$ cat src/rtl/buffered_char_reader.sv
// rtl/buffered_char_reader.sv - loadable character buffer streamed one char per cycle from an offset
// Optional wrap-around streaming is enabled with `define BUFFERED_READER_LOOP_EN (adds the loop input).
module buffered_char_reader #(
  parameter int CHAR_WIDTH = 8,
  parameter int DEPTH      = 64,
  parameter int ADDR_WIDTH = 6,
  parameter int ARG_WIDTH  = 8
) (
  input  logic                  clock,
  input  logic                  resetn,
  input  logic                  state_enable,
  input  logic [ARG_WIDTH-1:0]  argument,
  input  logic                  pause,
`ifdef BUFFERED_READER_LOOP_EN
  input  logic                  loop,
`endif
  input  logic                  load_we,
  input  logic [ADDR_WIDTH-1:0] load_addr,
  input  logic [CHAR_WIDTH-1:0] load_data,
  output logic [CHAR_WIDTH-1:0] char,
  output logic                  char_valid,
  output logic                  has_finished,
  output logic [ADDR_WIDTH:0]   char_index
);

  localparam int IW = ADDR_WIDTH + 1;

  typedef enum logic [1:0] {
    IDLE   = 2'd0,
    STREAM = 2'd1,
    DONE   = 2'd2
  } state_t;

  state_t                state_q, state_d;
  logic [CHAR_WIDTH-1:0] char_q, char_d;
  logic                  valid_q, valid_d;
  logic                  fin_q, fin_d;
  logic [IW-1:0]         idx_q, idx_d;

  logic [CHAR_WIDTH-1:0] mem [DEPTH];
  logic [CHAR_WIDTH-1:0] rd_char;
  logic                  at_end;
  logic                  terminate;
  logic                  arg_out_of_range;

`ifdef BUFFERED_READER_LOOP_EN
  logic [IW-1:0]         start_q, start_d;
`endif

  // Buffer is only writable while the reader is parked in IDLE.
  always_ff @(posedge clock) begin
    if (load_we && state_q == IDLE) begin
      mem[load_addr] <= load_data;
    end
  end

  assign rd_char          = mem[idx_q[ADDR_WIDTH-1:0]];
  // DEPTH is a power of two, so the index MSB marks "past the last entry".
  assign at_end           = idx_q[ADDR_WIDTH];
  assign terminate        = at_end || (rd_char == '0);
  assign arg_out_of_range = (argument >= ARG_WIDTH'(DEPTH));

  always_ff @(posedge clock or negedge resetn) begin
    if (!resetn) begin
      state_q <= IDLE;
      char_q  <= '0;
      valid_q <= 1'b0;
      fin_q   <= 1'b0;
      idx_q   <= '0;
    end else begin
      state_q <= state_d;
      char_q  <= char_d;
      valid_q <= valid_d;
      fin_q   <= fin_d;
      idx_q   <= idx_d;
    end
  end

`ifdef BUFFERED_READER_LOOP_EN
  always_ff @(posedge clock or negedge resetn) begin
    if (!resetn) begin
      start_q <= '0;
    end else begin
      start_q <= start_d;
    end
  end
`endif

  always_comb begin
    state_d = state_q;
    char_d  = char_q;
    valid_d = 1'b0;
    fin_d   = fin_q;
    idx_d   = idx_q;
`ifdef BUFFERED_READER_LOOP_EN
    start_d = start_q;
`endif

    if (!state_enable) begin
      state_d = IDLE;
      char_d  = '0;
      fin_d   = 1'b0;
      idx_d   = '0;
    end else begin
      unique case (state_q)
        IDLE: begin
          idx_d = argument[IW-1:0];
`ifdef BUFFERED_READER_LOOP_EN
          start_d = argument[IW-1:0];
`endif
          if (arg_out_of_range) begin
            state_d = DONE;
            fin_d   = 1'b1;
          end else begin
            state_d = STREAM;
          end
        end

        STREAM: begin
          // Pause outranks the terminator; it is re-examined on the first free edge.
          if (!pause) begin
            if (terminate) begin
`ifdef BUFFERED_READER_LOOP_EN
              if (loop) begin
                idx_d = start_q;
              end else begin
                state_d = DONE;
                fin_d   = 1'b1;
              end
`else
              state_d = DONE;
              fin_d   = 1'b1;
`endif
            end else begin
              char_d  = rd_char;
              valid_d = 1'b1;
              idx_d   = idx_q + IW'(1);
            end
          end
        end

        DONE: begin
          fin_d = 1'b1;
        end

        default: begin
          state_d = IDLE;
        end
      endcase
    end
  end

  assign char         = char_q;
  assign char_valid   = valid_q;
  assign has_finished = fin_q;
  assign char_index   = idx_q;

endmodule

$ cat config.mk
export PLATFORM = sky130hd
export DESIGN_NAME = buffered_char_reader
export DESIGN_NICKNAME = d
export VERILOG_FILES = /design/src/rtl/buffered_char_reader.sv
export SDC_FILE = /design/constraint.sdc
export NUM_CORES = 1
export LEC_CHECK = 0
export ABC_AREA = 1
export CAP_MARGIN = 25
export CORE_AREA = 4 4 186 323
export CTS_BUF_LIST = sky130_fd_sc_hd__clkbuf_4
export DETAILED_ROUTE_END_ITERATION = 10
export DIE_AREA = 0 0 190 327
export GPL_TIMING_DRIVEN = 1
export MAX_ROUTING_LAYER = met4
export PLACE_DENSITY = 0.57
export SLEW_MARGIN = 20
export SYNTH_ARGS = -nofsm -noshare
export SYNTH_HDL_FRONTEND = slang
export SYNTH_SLANG_ARGS = --single-unit
$ cat constraint.sdc
create_clock -name clock -period 2.13 [get_ports clock]
set_input_delay 0.213 -clock clock [delete_from_list [all_inputs] [get_ports clock]]
set_output_delay 0.213 -clock clock [all_outputs]
set_load 0.01 [all_outputs]
**Yosys cells after proc, flatten, opt, wreduce, memory -nomap -nowiden**

Memory sizes are Yosys's and may differ from the RTL's.
Index checks and enable logic that the tools add are counted.

- Flip-flop bits (word level): 19
- Memory bits (writable): 512
- Bits of input ports: 27
- Output and inout port bits: 17
- Logic and storage cells: 52
- Memories kept: 1

Memory list:

| name | depth | bits a word | rd ports | clocked after memory_dff | write ports | line | RTL |
|---|---|---|---|---|---|---|---|
| mem | 64 | 8 | 1 | 0 | 1 | 40 | `logic [CHAR_WIDTH-1:0] mem [DEPTH];` |

- $add $sub $neg: 1
- Order comparisons: 1
- Equality and inequality tests: 12
- Muxes and demuxes: 24
- Reductions and logical operators: 8

Operators with widths:

| operator | number |
|---|---|
| 8-bit 2-to-1 mux | 4 |
| 7-bit 2-to-1 mux | 3 |
| 7-bit case mux with 2 select lines | 1 |
| 3-bit inequality test (second input constant) | 4 |
| 1-bit 2-to-1 mux | 10 |
| 3-bit AND reduction | 3 |
| 8-bit by 7-bit >= comparator with 1-bit output (second input constant) | 1 |
| 8-bit zero test | 1 |
| 2-bit 2-to-1 mux | 4 |
| 7-bit by 1-bit adder with 7-bit output (second input constant) | 1 |
| 2-bit inequality test (second input constant) | 3 |
| 2-bit case mux with 3 select lines | 1 |
| 4-bit by 1-bit inequality test with 1-bit output (second input constant) | 1 |
| 4-bit AND reduction | 1 |
| 3-bit by 1-bit inequality test with 1-bit output (second input constant) | 1 |
| 1-bit case mux with 3 select lines | 1 |
| 2-bit by 1-bit == test with 1-bit output (second input constant) | 1 |
| 2-bit == test (second input constant) | 1 |
| 2-bit zero test | 1 |
| 2-bit by 1-bit inequality test with 1-bit output (second input constant) | 1 |
| 1-bit logical AND | 1 |
| 1-bit logical OR | 1 |

**Depth between registers and ports, before layout**

An unclocked memory read counts as a cell.

- Word-level depth: 7
- Depth in mapped cells: 21
- Gate-level depth less buffers: 20

**Worst setup path after synthesis**

Ideal clock, no wire load.

- Kind: register to register
- Start: reg idx_q[0] (netlist: char_index[0])
- End: reg char_q[0] (netlist: char[0])
- Setup time: 0.117 ns
- Data arrival time: 2.040 ns
- Required time: 2.013 ns
- Setup slack: -0.027 ns
- Stages on the path, launching flop included: 20
- Path buffers: 3
- Clock period less this slack: 2.157 ns
- Cell sequence: dfrtp_1 -> buf_6 -> buf_8 -> buf_6 -> nor2_1 -> nor2_1 -> o21ai_1 -> nand3_1 -> nand3_1 -> nand2_1 -> nand2_1 -> nand2_1 -> nor2_1 -> nand2_1 -> nor2_2 -> nand2_2 -> nand3_4 -> nand2_2 -> nand2_1 -> nand2_1

- Word-level cells in the longest chain between the ends: 5
- Elaborated cells on any way between the ends: 9
- Classes of those cells: 1 x eq/ne; 4 x mux; 3 x reduce/logical; 1 x memory

Ends and longest elaborated chain:

| what | line | RTL |
|---|---|---|
| start, declared | 38 | `logic [IW-1:0] idx_q, idx_d;` |
| start signal, assigned | 75 | `idx_q <= idx_d;` |
| memory 64 x 8 bit * | n/a |  |
| 8-bit zero test / 8-bit 2-to-1 mux (equally long branches) | 60, 122 |  |
| 1-bit logical OR / 8-bit 2-to-1 mux (equally long branches) | 60, 121 |  |
| 2-bit inequality test (no source line) / 8-bit 2-to-1 mux (equally long branches) | n/a |  |
| 3-bit AND reduction (no source line) / 8-bit 2-to-1 mux (equally long branches) | n/a |  |
| end signal, assigned | 72 | `char_q <= char_d;` |
| end, declared | 35 | `logic [CHAR_WIDTH-1:0] char_q, char_d;` |

Every way passes the cells marked *; elsewhere a longest branch is shown, timed or not. The select of a mux whose other input is x is not followed.
A chain may end at the register's enable or synchronous reset.

**Worst setup path after layout**

- Start: reg idx_q[0] (netlist: char_index[0])
- End: reg idx_q[5] (netlist: char_index[5])

- Word-level cells in the longest chain between the ends: 5
- Elaborated cells on any way between the ends: 10
- Classes of those cells: 1 x add/sub; 1 x eq/ne; 4 x mux; 3 x reduce/logical; 1 x memory

Ends and longest elaborated chain:

| what | line |
|---|---|
| memory 64 x 8 bit / 7-bit by 1-bit adder with 7-bit output (equally long branches) | n/a |
| 8-bit zero test / 7-bit 2-to-1 mux (equally long branches) | 60, 122 |
| 1-bit logical OR / 7-bit 2-to-1 mux (equally long branches) | 60, 121 |
| 3-bit inequality test (no source line) / 7-bit case mux with 2 select lines (equally long branches) | n/a |
| 3-bit AND reduction (no source line) / 7-bit 2-to-1 mux (equally long branches) | n/a |

Several ways; a longest one is shown, not always the timed one. The select of a mux whose other input is x is not followed.

==> flow_metrics.py <==
metrics = {
    "route": {
        "wirelength_um": 67000,
        "drc": 0,
        "drtIter0Drc": 1366,
        "avgViaCountPerCell": 5.00,
        "firstDrtPassIters": 5,
        "ant_nets": 0,
        "wire_per_inst_um": 20.2,
        "vias": 16551,
    },
    "setup_path": {
        "required_ps": 2890,
        "timing.critical_path.fanout_max": 23,
        "end_kind": "flop",
        "cp_slowest_cell": "dfrtp_4",
        "path_cells": "buf_12 -> buf_12 -> buf_16 -> nor2_1 -> nor2_1 -> o21ai_1 -> nand2_1 -> nand2_1 -> nand3_1 -> nor2_1 -> nor2_2 -> nor2_2 -> nand2_2 -> nor2_4 -> nand2_4 -> nand2_4 -> nand2_8 -> nand2_8 -> nand2_2 -> nand2_1",
        "worst-endpoint-arrival_ps": 3490,
        "critical_path_buf_inv_count": 3,
        "max_stage_delay_ps": 490,
        "critPathTopFamily": "simple AND/OR/NAND/NOR gates",
        "worstSetupPathType": "flop to flop",
        "startpoint_type": "flop",
    },
    "layout": {
        "instances_no_fill": 3312,
        "drive_above_1_share": 0.224,
        "nets": 2488,
        "syn_to_final_growth_pct": 24.1,
        "final_cell_area_sq_mm": 0.0282,
        "fillCellCount": 5202,
    },
    "synth": {
        "syn_area_sq_mm": 0.0227,
        "yosysTopAreaCell": "edfxtp_1",
        "synth.lib_cells_used.distinct": 33,
        "ys_seq_area_frac": 0.698,
        "netlist_instances": 2153,
        "yosys_warnings": 0,
        "synthesis.nets": 2184,
        "synthArstFlopShare": 0.0358,
        "yosysTopAreaCellShare": 0.677,
        "synth.area.top_cells": "edfxtp_1 68%, nand2_1 12%, nor2_1 4.8%",
        "ys_seq_elements": 531,
        "synth_edf_count": 512,
        "synth.most_common_cell": "nand2_1",
        "syn_avg_cell_area_sq_um": 10.6,
        "synth.top_cells.by_count": "747 x nand2_1, 512 x edfxtp_1, 288 x nor2_1, 194 x nand3_1, 117 x inv_1",
        "synthFlopType": "edfxtp_1",
    },
    "sta": {
        "fmax_mhz": 367,
        "timing_worst_slew_pin_value_ps": 749,
        "finalHoldViolCount": 0,
        "setup_viol": 20,
        "finalSetupTns_ps": -10880,
        "rsz0062_at_grt": "true",
        "hold_ws_ps": 99.2,
        "slew_headroom": 0.501,
        "slew_viol_final": 0,
        "fin_worst_skew_ps": 83.7,
        "fin_crit_ps": 2730,
        "setup_ws_ps": -597,
        "fin_crit_sh": 1.28,
    },
    "clock_network": {
        "cts_max_level": 3,
        "cts_root_buf": "clkbuf_4",
        "insertion_delay_ps": 910,
        "cts_tree": "built",
        "cts_sinks": 531,
        "cts_made_buffers": 116,
        "cts.path.max_buffers": 3,
        "cts.clk_slew.worst_paths_ps": 70,
    },
    "power": {
        "pwr-share-seq": 0.436,
        "power_density_mw_per_mm2": 952,
        "combPwrFrac": 0.281,
        "switching_share": 0.322,
        "power.internal_mw": 18.2,
        "ir_drop_mv": 0.374,
        "clockPowerShare": 0.283,
        "power.leakage_nw": 11.3,
        "p_switching_mw": 8.65,
    },
    "global_routing": {
        "grt_use_met2": 0.378,
        "grt_max_degree": 65,
        "grt_pass1_vias": 16473,
        "gr-usage-met1": 0.233,
        "grt_pass1_wl_um": 98200,
        "overflow": 0,
        "antenna_found_initial": 2,
        "grt.busiest_layer": "met2",
        "met3_usage": 0.0318,
        "grt_usage": 0.215,
    },
    "placement": {
        "dp_cells": 3060,
        "place_area_sq_mm": 0.0255,
        "numPortBuffers": 43,
        "dp_hpwl_um": 41500,
        "globalplace.congestion": 0.906,
    },
    "status": {
        "status": "finished, violations left",
        "violations": "negative setup slack",
    },
    "die": {
        "dieArea_sq_mm": 0.0621,
        "die_w_um": 190,
        "num_rows": 116,
        "core-area_sq_mm": 0.0573,
        "die_h_um": 327,
        "start_util": 0.396,
        "num_io_pins": 44,
    },
    "run": {
        "maxCapViolCount": 0,
    },
    "min_path": {
        "holdCritPathClass": "input pin to flop",
    },
}
==> flip-flops by register name, indices dropped and copies added (netlist names) <==
register	cells
has_finished	1
char_valid	1
char_index	7
state_q	2
char	8
mem	512
==> cell usage in the layout (no fill, tap or decap), types with 6 or more instances in the layout <==
cell type	n
a21oi_1	9
buf_12	38
buf_16	6
buf_2	9
buf_4	170
buf_6	11
clkbuf_16	11
clkbuf_4	163
clkdlybuf4s50_1	29
clkinv_1	32
clkinv_2	9
dfrtp_1	14
dlygate4sd3_1	9
edfxtp_1	512
inv_1	111
inv_2	13
nand2_1	710
nand2_2	35
nand3_1	167
nand3_2	26
nand4_1	11
nor2_1	242
nor2_2	32
nor2_4	15
o211ai_1	11
o21ai_0	43
o21ai_1	49
==> per-stage QoR <==
step / setup slack [ps] / total power, mW / util
after global routing: -706 / 28.1 / 0.492
final: -597 / 26.8 / 0.492
after CTS: -522 / 26.1 / 0.477
after detailed placement: -921 / 18.1 / 0.444
after floorplan: 12.5 / 15.2 / -
after global placement: -882 / 18.0 / 0.444
==> path summary, 6_finish.rpt <==
check                           slack, ps                         to  cells after the start                 startpoint
worst max-delay path                 -600  char_index[5]$_DFFE_PN0P_                     20  char_index[0]$_DFFE_PN0P_
worst min-delay path                  100  char_index[1]$_DFFE_PN0P_                      5                argument[1]
worst max register to register       -600  char_index[5]$_DFFE_PN0P_                     20  char_index[0]$_DFFE_PN0P_
worst min register to register        490   has_finished$_DFFE_PN0P_                      2   has_finished$_DFFE_PN0P_
max in group asynchronous            1640  char_index[5]$_DFFE_PN0P_                      3                     resetn
min in group asynchronous             240       char_valid$_DFF_PN0_                      3                     resetn
==> cell type report <==
type	instances	area (sq um)	share of cell area
timing repair inverter	1	8.76	0.000311
clock inverter	39	195	0.00693
antenna	4	10.0	0.000355
tap	767	960	0.0341
clock buffer	163	1220	0.0434
timing repair buffer	290	3130	0.111
sequential	531	15900	0.563
inverter	131	505	0.0179
multi-input combinational	1386	6290	0.223
==> worst register-to-register path, stage by stage, from the launching register on <==
cell and delay (ps):
dfrtp_4 490, buf_12 160, buf_12 160, buf_16 170, nor2_1 120, nor2_1 50, o21ai_1 100, nand2_1 110
nand2_1 80, nand3_1 80, nor2_1 170, nor2_2 70, nor2_2 150, nand2_2 90, nor2_4 140, nand2_4 110
nand2_4 120, nand2_8 80, nand2_8 100, nand2_2 50, nand2_1 50
==> layer usage <==
| metal | share of wire | vias up |
|---|---|---|
| met1 | 0.36 | 7898 |
| met3 | 0.056 | 188 |
| met4 | 0.060 | 0 |
| li1 | - | 7875 |
| met2 | 0.53 | 590 |
| met5 | 0 | - |
==> power by group through the flow <==
stage	Sequential [mW]	Combinational, mW	Clock [mW]
after CTS	11.7	6.60	7.81
after global placement	11.9	6.09	0
after detailed placement	11.9	6.12	0
after floorplan	11.9	3.26	0
after global routing	11.7	8.07	8.31
final	11.7	7.53	7.60
==> timing repair <==
item / in CTS / in global routing
setup buffers: 12 / 10
hold buffers: 9 / 0
resized for setup: 55 / 144
pin swaps: 13 / 36
hold endpoints to repair: 431 / 0
gates cloned: 5 / 11
setup endpoints to repair: 26 / 107
==> logic make-up (layout without fill, tap and decap cells) <==
group / after synthesis / count (layout) / synth area share
adder cells (fa/ha/maj): 4 / 4 / 0.00220
XOR/XNOR: 3 / 3 / 0.00116
other: 0 / 4 / 0
AND/OR/NAND/NOR: 1259 / 1259 / 0.223
flip-flops: 531 / 531 / 0.698
AO/OA/AOI/OAI: 120 / 120 / 0.0279
buffers and inverters: 236 / 624 / 0.0476
Note: power is estimated with default switching activity, not from simulation.
